<file path="config.mk">
export PLATFORM = sky130hd
export DESIGN_NAME = lfsr_burst_arbiter
export DESIGN_NICKNAME = d
export VERILOG_FILES = /design/src/rtl/lfsr_burst_arbiter.sv
export SDC_FILE = /design/constraint.sdc
export NUM_CORES = 1
export LEC_CHECK = 0
export ABC_AREA = 0
export CORE_ASPECT_RATIO = 0.9
export CORE_MARGIN = 1.5
export CORE_UTILIZATION = 25
export CTS_BUF_LIST = sky130_fd_sc_hd__clkbuf_4 sky130_fd_sc_hd__clkbuf_8
export CTS_CLUSTER_DIAMETER = 200
export DETAILED_ROUTE_END_ITERATION = 8
export SLEW_MARGIN = 20
export SYNTH_ARGS = -nofsm -noshare
export SYNTH_HDL_FRONTEND = slang
export SYNTH_SLANG_ARGS = --single-unit
</file>
<file path="constraint.sdc">
create_clock -name clk -period 2.35 [get_ports clk]
set_clock_uncertainty 0.05 [all_clocks]
set_input_delay 0.235 -clock clk [delete_from_list [all_inputs] [get_ports clk]]
set_output_delay 0.235 -clock clk [all_outputs]
set_load 0.02 [all_outputs]
</file>
<file path="src/rtl/lfsr_burst_arbiter.sv">
// lfsr_burst_arbiter
//   Round-robin arbiter that hands out bursts of pseudo-random words.
//   A WIDTH-bit state S feeds POLY chained Galois LFSR steps, so one state
//   advance yields POLY consecutive words; pointer P selects the current one.
//   Ports:
//     clk, reset                 clock, async active-high reset
//     req_valid/req_len          per-requester burst request, length-1
//     req_ready                  one-hot grant pulse (IDLE only)
//     seed_valid/data/ready      reseed handshake (IDLE only, beats requests)
//     out_valid/ready/data/id/last  burst output stream

// Single Galois LFSR step: shift right, fold taps in when the LSB falls out.
module lfsr_step #(
    parameter int                 WIDTH = 32,
    parameter logic [WIDTH-1:0]   TAPS  = 'h80200003
) (
    input  logic [WIDTH-1:0] din,
    output logic [WIDTH-1:0] dout
);
    assign dout = {1'b0, din[WIDTH-1:1]} ^ (din[0] ? TAPS : '0);
endmodule

module lfsr_burst_arbiter #(
    parameter int               WIDTH = 32,
    parameter int               POLY  = 8,
    parameter int               NREQ  = 4,
    parameter int               LEN_W = 8,
    parameter logic [WIDTH-1:0] TAPS  = 'h80200003,
    localparam int              ID_W  = (NREQ > 1) ? $clog2(NREQ) : 1,
    localparam int              PTR_W = (POLY > 1) ? $clog2(POLY) : 1
) (
    input  logic                        clk,
    input  logic                        reset,
    input  logic [NREQ-1:0]             req_valid,
    input  logic [NREQ-1:0][LEN_W-1:0]  req_len,
    output logic [NREQ-1:0]             req_ready,
    input  logic                        seed_valid,
    input  logic [WIDTH-1:0]            seed_data,
    output logic                        seed_ready,
    output logic                        out_valid,
    input  logic                        out_ready,
    output logic [WIDTH-1:0]            out_data,
    output logic [ID_W-1:0]             out_id,
    output logic                        out_last
);

    typedef enum logic {IDLE, STREAM} state_e;

    state_e             state_q, state_d;
    logic [WIDTH-1:0]   s_q, s_d;
    logic [PTR_W-1:0]   p_q, p_d;
    logic [ID_W-1:0]    rr_q, rr_d;
    logic [ID_W-1:0]    id_q, id_d;
    logic [LEN_W-1:0]   cnt_q, cnt_d;

    // w[0] is the state itself, w[POLY] is the next state after a full pass.
    logic [POLY:0][WIDTH-1:0] w;
    assign w[0] = s_q;

    for (genvar i = 0; i < POLY; i++) begin : g_step
        lfsr_step #(.WIDTH(WIDTH), .TAPS(TAPS)) u_step (
            .din  (w[i]),
            .dout (w[i+1])
        );
    end

    // Round-robin pick: first valid requester at or after rr_q, wrapping.
    logic            gnt_any;
    logic [ID_W-1:0] gnt_idx;

    always_comb begin
        gnt_any = 1'b0;
        gnt_idx = '0;
        for (int k = 0; k < NREQ; k++) begin
            int idx;
            idx = int'(rr_q) + k;
            if (idx >= NREQ) idx = idx - NREQ;
            if (!gnt_any && req_valid[idx]) begin
                gnt_any = 1'b1;
                gnt_idx = ID_W'(idx);
            end
        end
    end

    always_comb begin
        state_d    = state_q;
        s_d        = s_q;
        p_d        = p_q;
        rr_d       = rr_q;
        id_d       = id_q;
        cnt_d      = cnt_q;
        req_ready  = '0;
        seed_ready = 1'b0;
        case (state_q)
            IDLE: begin
                if (seed_valid) begin
                    seed_ready = 1'b1;
                    // Zero is the LFSR lock-up state; substitute all-ones.
                    s_d = (seed_data == '0) ? '1 : seed_data;
                    p_d = '0;
                end else if (gnt_any) begin
                    req_ready[gnt_idx] = 1'b1;
                    id_d    = gnt_idx;
                    cnt_d   = req_len[gnt_idx];
                    rr_d    = (gnt_idx == ID_W'(NREQ - 1)) ? '0 : gnt_idx + 1'b1;
                    state_d = STREAM;
                end
            end
            STREAM: begin
                if (out_ready) begin
                    if (p_q == PTR_W'(POLY - 1)) begin
                        s_d = w[POLY];
                        p_d = '0;
                    end else begin
                        p_d = p_q + 1'b1;
                    end
                    if (cnt_q == '0) state_d = IDLE;
                    else             cnt_d   = cnt_q - 1'b1;
                end
            end
            default: state_d = IDLE;
        endcase
    end

    always_ff @(posedge clk or posedge reset) begin
        if (reset) begin
            state_q <= IDLE;
            s_q     <= '1;
            p_q     <= '0;
            rr_q    <= '0;
            id_q    <= '0;
            cnt_q   <= '0;
        end else begin
            state_q <= state_d;
            s_q     <= s_d;
            p_q     <= p_d;
            rr_q    <= rr_d;
            id_q    <= id_d;
            cnt_q   <= cnt_d;
        end
    end

    assign out_valid = (state_q == STREAM);
    assign out_data  = w[p_q];
    assign out_id    = id_q;
    assign out_last  = (state_q == STREAM) && (cnt_q == '0);

endmodule
</file>
==> results.cfg, run 1 <==
[timing]
setup_viol = 14
max_slew_margin_pct = 61.9
hold_violations = 0
worstMarginPinSlew_ns = 0.568
whs_ns = 0.227
final.period_utilization_pct = 123
worst_slack_ns = -0.549
clock.fmax_mhz = 345
drv_slew = 0
finalCriticalPeriod_ns = 2.90
finalSetupTns_ns = -3.93
rsz0062_at_grt = true

[route]
drc_errors = 0
initialDrtViolationCount = 289
wl_um = 16300
drtPass1Iterations = 5
wl_per_cell_um = 16.7
ant_nets = 0
avgViaCountPerCell = 4.99
vias = 4856

[setup_path]
critPathMaxStageDelay_ns = 0.58
reg2reg_slack_ns = 0.15
critPathRequiredTime_ns = 2.07
worstReg2RegEnd = s_q[13]
critPathMaxFanout = 4
cp-end-kind = output pin
r2r_start = p_q[1]
cp-start-kind = flop
critPathArrivalTime_ns = 2.61
cp-startpoint = s_q[0]
slowest_stage = xnor3_4
r2r_cells = 9
cp_cell_sequence = xnor3_4 > xnor2_4 > xor2_1 > mux4_2 > a21oi_4 > buf_6
path_class = reg2out

[run_status]
status = finished with violations
violations = setup timing

[cells_and_area]
multi_input_area_um2 = 3250
syn2layout_area_growth_pct = 55.1
most-common-layout-cells = 106 x buf_4, 75 x clkdlybuf4s50_1, 65 x nor2_1
antennaDiodeCount = 0
fin_nets = 809
final_area_um2 = 7080
fillers = 1836
register_area_um2 = 1250
layout-drive-gt1-share_pct = 36.2
mostFrequentLayoutCell = buf_4

[die]
die_area_um2 = 19100
rows = 46
die_w_um = 145
boundaryPins = 113
start_util_pct = 25.7
fp.coreArea_um2 = 17700
die_h_um = 131

[global_routing]
grt_max_degree = 36
track_usage_pct = 16.6
grt_pass1_wl_um = 25400
grt-ovfl-total = 0
grt_antenna_before_repair = 0
grt_pass1_vias = 4571

[placement]
place_area_um2 = 6540
globalplace.congestion = 0.858
portBuffers = 112
dpl.hpwl_um = 12300

[logic_synthesis]
synth_nets = 618
yosysWarnings = 0
synth_edf_count = 0
synth_seq_cells = 48
syn_avg_cell_area_um2 = 8.43
synth_cell_types = 62
ys_async_sr_fraction_pct = 100
syn-instance-count = 541
ys.flop_type = dfstp_2
netlist_area_um2 = 4560
yosysSeqAreaShare_pct = 27.2

[cts]
clk_pin_slew_worst_paths_ns = 0.10
cts_root_buf = clkbuf_8
cts_sinks = 48
cts_max_level = 2
cts_tree = done
numCtsBuffers = 5
hold_buffers = 0
cts_buffer_depth = 2
clock_latency_ns = 0.32

[run]
maxCapViolCount = 0

[min_path]
hp-class = in2async
-- area by class of cell --
| type | instances | share of cell area, % |
|---|---|---|
| Clock inverter | 1 | 0.424 |
| Multi-Input combinational cell | 433 | 45.9 |
| Inverter | 14 | 0.813 |
| Sequential cell | 48 | 17.6 |
| Timing Repair Buffer | 230 | 29.6 |
| Clock buffer | 7 | 1.36 |
| Tap cell | 240 | 4.24 |
-- worst max-delay path, delay by kind of cell (launching register included) --
family,cells,cell delay (ns)
AOI/OAI and AO/OA,1,0.14
DFF,1,0.56
buffers and inverters,1,0.13
xor gates and xnor gates,3,0.94
muxes,1,0.52
-- through the flow --
| step | setup WS [ns] | utilization, % | instances |
|---|---|---|---|
| floorplan | -0.0651 | - | 541 |
| global placement | -0.595 | 36.9 | 941 |
| detailed placement | -0.651 | 36.9 | 941 |
| CTS | -0.542 | 38.8 | 959 |
| global route | -0.629 | 39.9 | 973 |
| finish | -0.549 | 39.9 | 973 |
-- registers in the layout, indices dropped and copies added (netlist names) --
signal / cells
s_q: 32
cnt_q: 8
p_q: 3
out_id: 2
rr_q: 2
out_valid: 1
-- cells by family (layout without fill, tap and decap cells) --
family	after synthesis	in the layout	synth area share (%)
AOI/OAI and AO/OA	155	155	20.7
xor gates and xnor gates	30	30	8.23
adders and majority gates	5	5	1.37
buffers and inverters	60	252	6.97
DFF	48	48	27.2
muxes	74	74	19.3
and+or+nand+nor	169	169	16.2
-- timing repair --
| item | CTS | global route |
|---|---|---|
| cloned | 1 | 0 |
| gates resized for setup | 163 | 50 |
| endpoints found under the setup margin | 36 | 51 |
| pin swaps | 12 | 9 |
| buffers inserted | 9 | 14 |
| endpoints found under the hold margin | 0 | 0 |
-- Yosys cell counts (all sizes together), types with 3 or more instances --
master,instances,area share (%)
a211oi,6,0.99
a21oi,51,5.7
a221oi,3,0.58
and2,4,0.58
buf,12,1.7
clkbuf,34,4.1
dfrtp,16,8.8
dfstp,32,18
ha,5,1.4
inv,13,1.1
mux2,16,3.9
mux2i,49,11
mux4,9,4.6
nand2,52,4.3
nand3,8,0.88
nor2,67,5.5
nor2b,4,0.55
nor3,15,1.8
nor4,11,1.5
o211ai,3,0.49
o21ai,46,5.0
o21bai,5,0.82
o221a,3,0.74
o221ai,5,0.96
o22ai,17,2.5
xnor2,18,3.6
xnor3,3,1.6
xor2,8,2.4
-- how the worst max path moves through the flow --
stage	cells after the start	to
finish	6	out_data[21]
global route	6	out_data[21]
CTS	6	out_data[21]
detailed placement	6	out_data[21]
global placement	6	out_data[21]
floorplan	5	out_data[21]
-- routing by layer --
layer | vias up | global-route usage [%] | wire length [um] | share of wire, %
met4 | 0 | 4.65 | 279 | 1.7
met2 | 181 | 25.7 | 7240 | 44
met3 | 21 | 3.54 | 1060 | 6.5
met1 | 2310 | 23.2 | 7690 | 47
met5 | - | 0 | 0 | 0
li1 | 2344 | - | - | -
Power of run 1 is not shown: default switching activity piles up to over one toggle a cycle in this logic, so the estimate is an artifact.
==> run 2, diff against run 1 <==
--- a/config.mk
+++ b/config.mk
@@ -12,6 +12,9 @@
 export CTS_BUF_LIST = sky130_fd_sc_hd__clkbuf_4 sky130_fd_sc_hd__clkbuf_8
 export CTS_CLUSTER_DIAMETER = 200
 export DETAILED_ROUTE_END_ITERATION = 8
+export DONT_BUFFER_PORTS = 1
+export GPL_ROUTABILITY_DRIVEN = 0
+export REMOVE_ABC_BUFFERS = 1
 export SLEW_MARGIN = 20
 export SYNTH_ARGS = -nofsm -noshare
 export SYNTH_HDL_FRONTEND = slang
==> results.cfg, run 2 (synthesis results as in run 1) <==
[cells_and_area]
final_area_um2 = 5760
antennaDiodeCount = 0
layout-drive-gt1-share_pct = 35.7
mostFrequentLayoutCell = buf_4
most-common-layout-cells = 83 x buf_4, 66 x nor2_1, 50 x nand2_1
syn2layout_area_growth_pct = 26.3
largest_reg_flops = 32
largestRegisters = s_q (32), cnt_q (8), p_q (3)
fin_nets = 681
top_register = s_q
fillers = 1889

[placement]
place_area_um2 = 5290
portBuffers = 0
dpl.hpwl_um = 11200

[run]
maxCapViolCount = 0

[cts]
cts_max_level = 2
cts_sinks = 48
clk_pin_slew_worst_paths_ns = 0.09
clock_latency_ns = 0.31
numCtsBuffers = 5
cts_root_buf = clkbuf_8
cts_buffer_depth = 2
cts_tree = done

[setup_path]
critPathMaxFanout = 3
critPathArrivalTime_ns = 2.59
path_class = reg2out
r2r_start = s_q[3]
slowest_stage = dfstp_2
critPathRequiredTime_ns = 2.07
worstReg2RegEnd = s_q[0]
r2r_cells = 8
reg2reg_slack_ns = 0.10
worst-path-buf-inv = 1
critPathTopFamily = XOR/XNOR gates
cp-end-kind = output pin
cp-start-kind = flop
cp_cell_sequence = xnor3_4 > xnor2_2 > xor2_1 > mux4_2 > a21oi_4 > buf_6
critPathMaxStageDelay_ns = 0.55

[route]
initialDrtViolationCount = 227
wl_um = 14800
drc_errors = 0
ant_nets = 0
wl_per_cell_um = 17.6
vias = 4279
avgViaCountPerCell = 5.06
drtPass1Iterations = 5

[global_routing]
grt_pass1_wl_um = 23200
grt_max_degree = 36
grt_antenna_before_repair = 0
grt_pass1_vias = 4010
grt-ovfl-total = 0
track_usage_pct = 15.3

[die]
boundaryPins = 113
die_area_um2 = 19100
start_util_pct = 25.7
die_w_um = 145
rows = 46
fp.coreArea_um2 = 17700
die_h_um = 131

[timing]
worstMarginPinSlew_ns = 0.610
worst_slack_ns = -0.524
finalCriticalPeriod_ns = 2.87
max_slew_margin_pct = 59.3
drv_slew = 0
final.period_utilization_pct = 122
setup_viol = 14
rsz0062_at_grt = true
hold_violations = 0
finalSetupTns_ns = -3.78
clock.fmax_mhz = 348

[min_path]
hp-start = out_ready
hold_depth = 1
holdPathEnd = p_q[2]
hp-class = in2reg

[run_status]
status = finished with violations
violations = setup timing
-- run 2: worst max path at each step --
stage	start	end	cells after the start
2_1_floorplan	p_q[1]	s_q[2]	5
3_3_place_gp	s_q[0]	out_data[19]	7
3_5_place_dp	s_q[0]	out_data[19]	7
4_1_cts	s_q[3]	out_data[21]	6
5_1_grt	s_q[0]	out_data[21]	6
6_report	s_q[3]	out_data[21]	6
-- run 2: area by class of cell --
cell class	instances	area, um^2	area share, %
clock inverters	1	5.00	0.0869
well taps	240	300	5.21
clock buffers	7	83.8	1.46
repair buffers	102	887	15.4
flip-flops and latches	48	1240	21.6
inverters	14	61.3	1.06
multi-input cells	433	3180	55.2
-- run 2: through the flow --
step	hold slack [ns]	utilization (%)	std cells	worst slack [ns]
after floorplan	0.355	-	495	-0.583
final	0.0422	32.5	845	-0.524
after global placement	0.180	29.8	819	-0.259
after detailed placement	0.180	29.8	819	-0.253
after global routing	0.0192	32.5	845	-0.576
after CTS	0.0327	31.4	837	-0.504
-- run 2: worst reg2reg max path, cell delays in order (launching register included) --
cell,delay (ns)
dfstp_2,0.55
xnor3_4,0.53
buf_4,0.17
xor2_2,0.15
xnor2_1,0.22
buf_4,0.16
xnor2_1,0.11
o221ai_1,0.13
o21ai_1,0.12
-- run 2: per-layer routing --
layer / wire, um / GRT usage (%) / part of all wire, % / up-vias
met3: 1070 / 3.82 / 7.2 / 15
met1: 6620 / 21.2 / 45 / 2068
met4: 218 / 3.80 / 1.5 / 0
li1: - / - / - / 2083
met2: 6940 / 23.5 / 47 / 113
met5: 0 / 0 / 0 / -
-- run 2: what timing repair did --
item / in CTS / in global routing
endpoints found under the hold margin: 16 / 0
pin swaps: 13 / 15
hold buffers: 1 / 0
endpoints found under the setup margin: 17 / 20
buffers inserted: 9 / 8
resized for setup: 26 / 39
Power of run 2 is left out for the same reason.
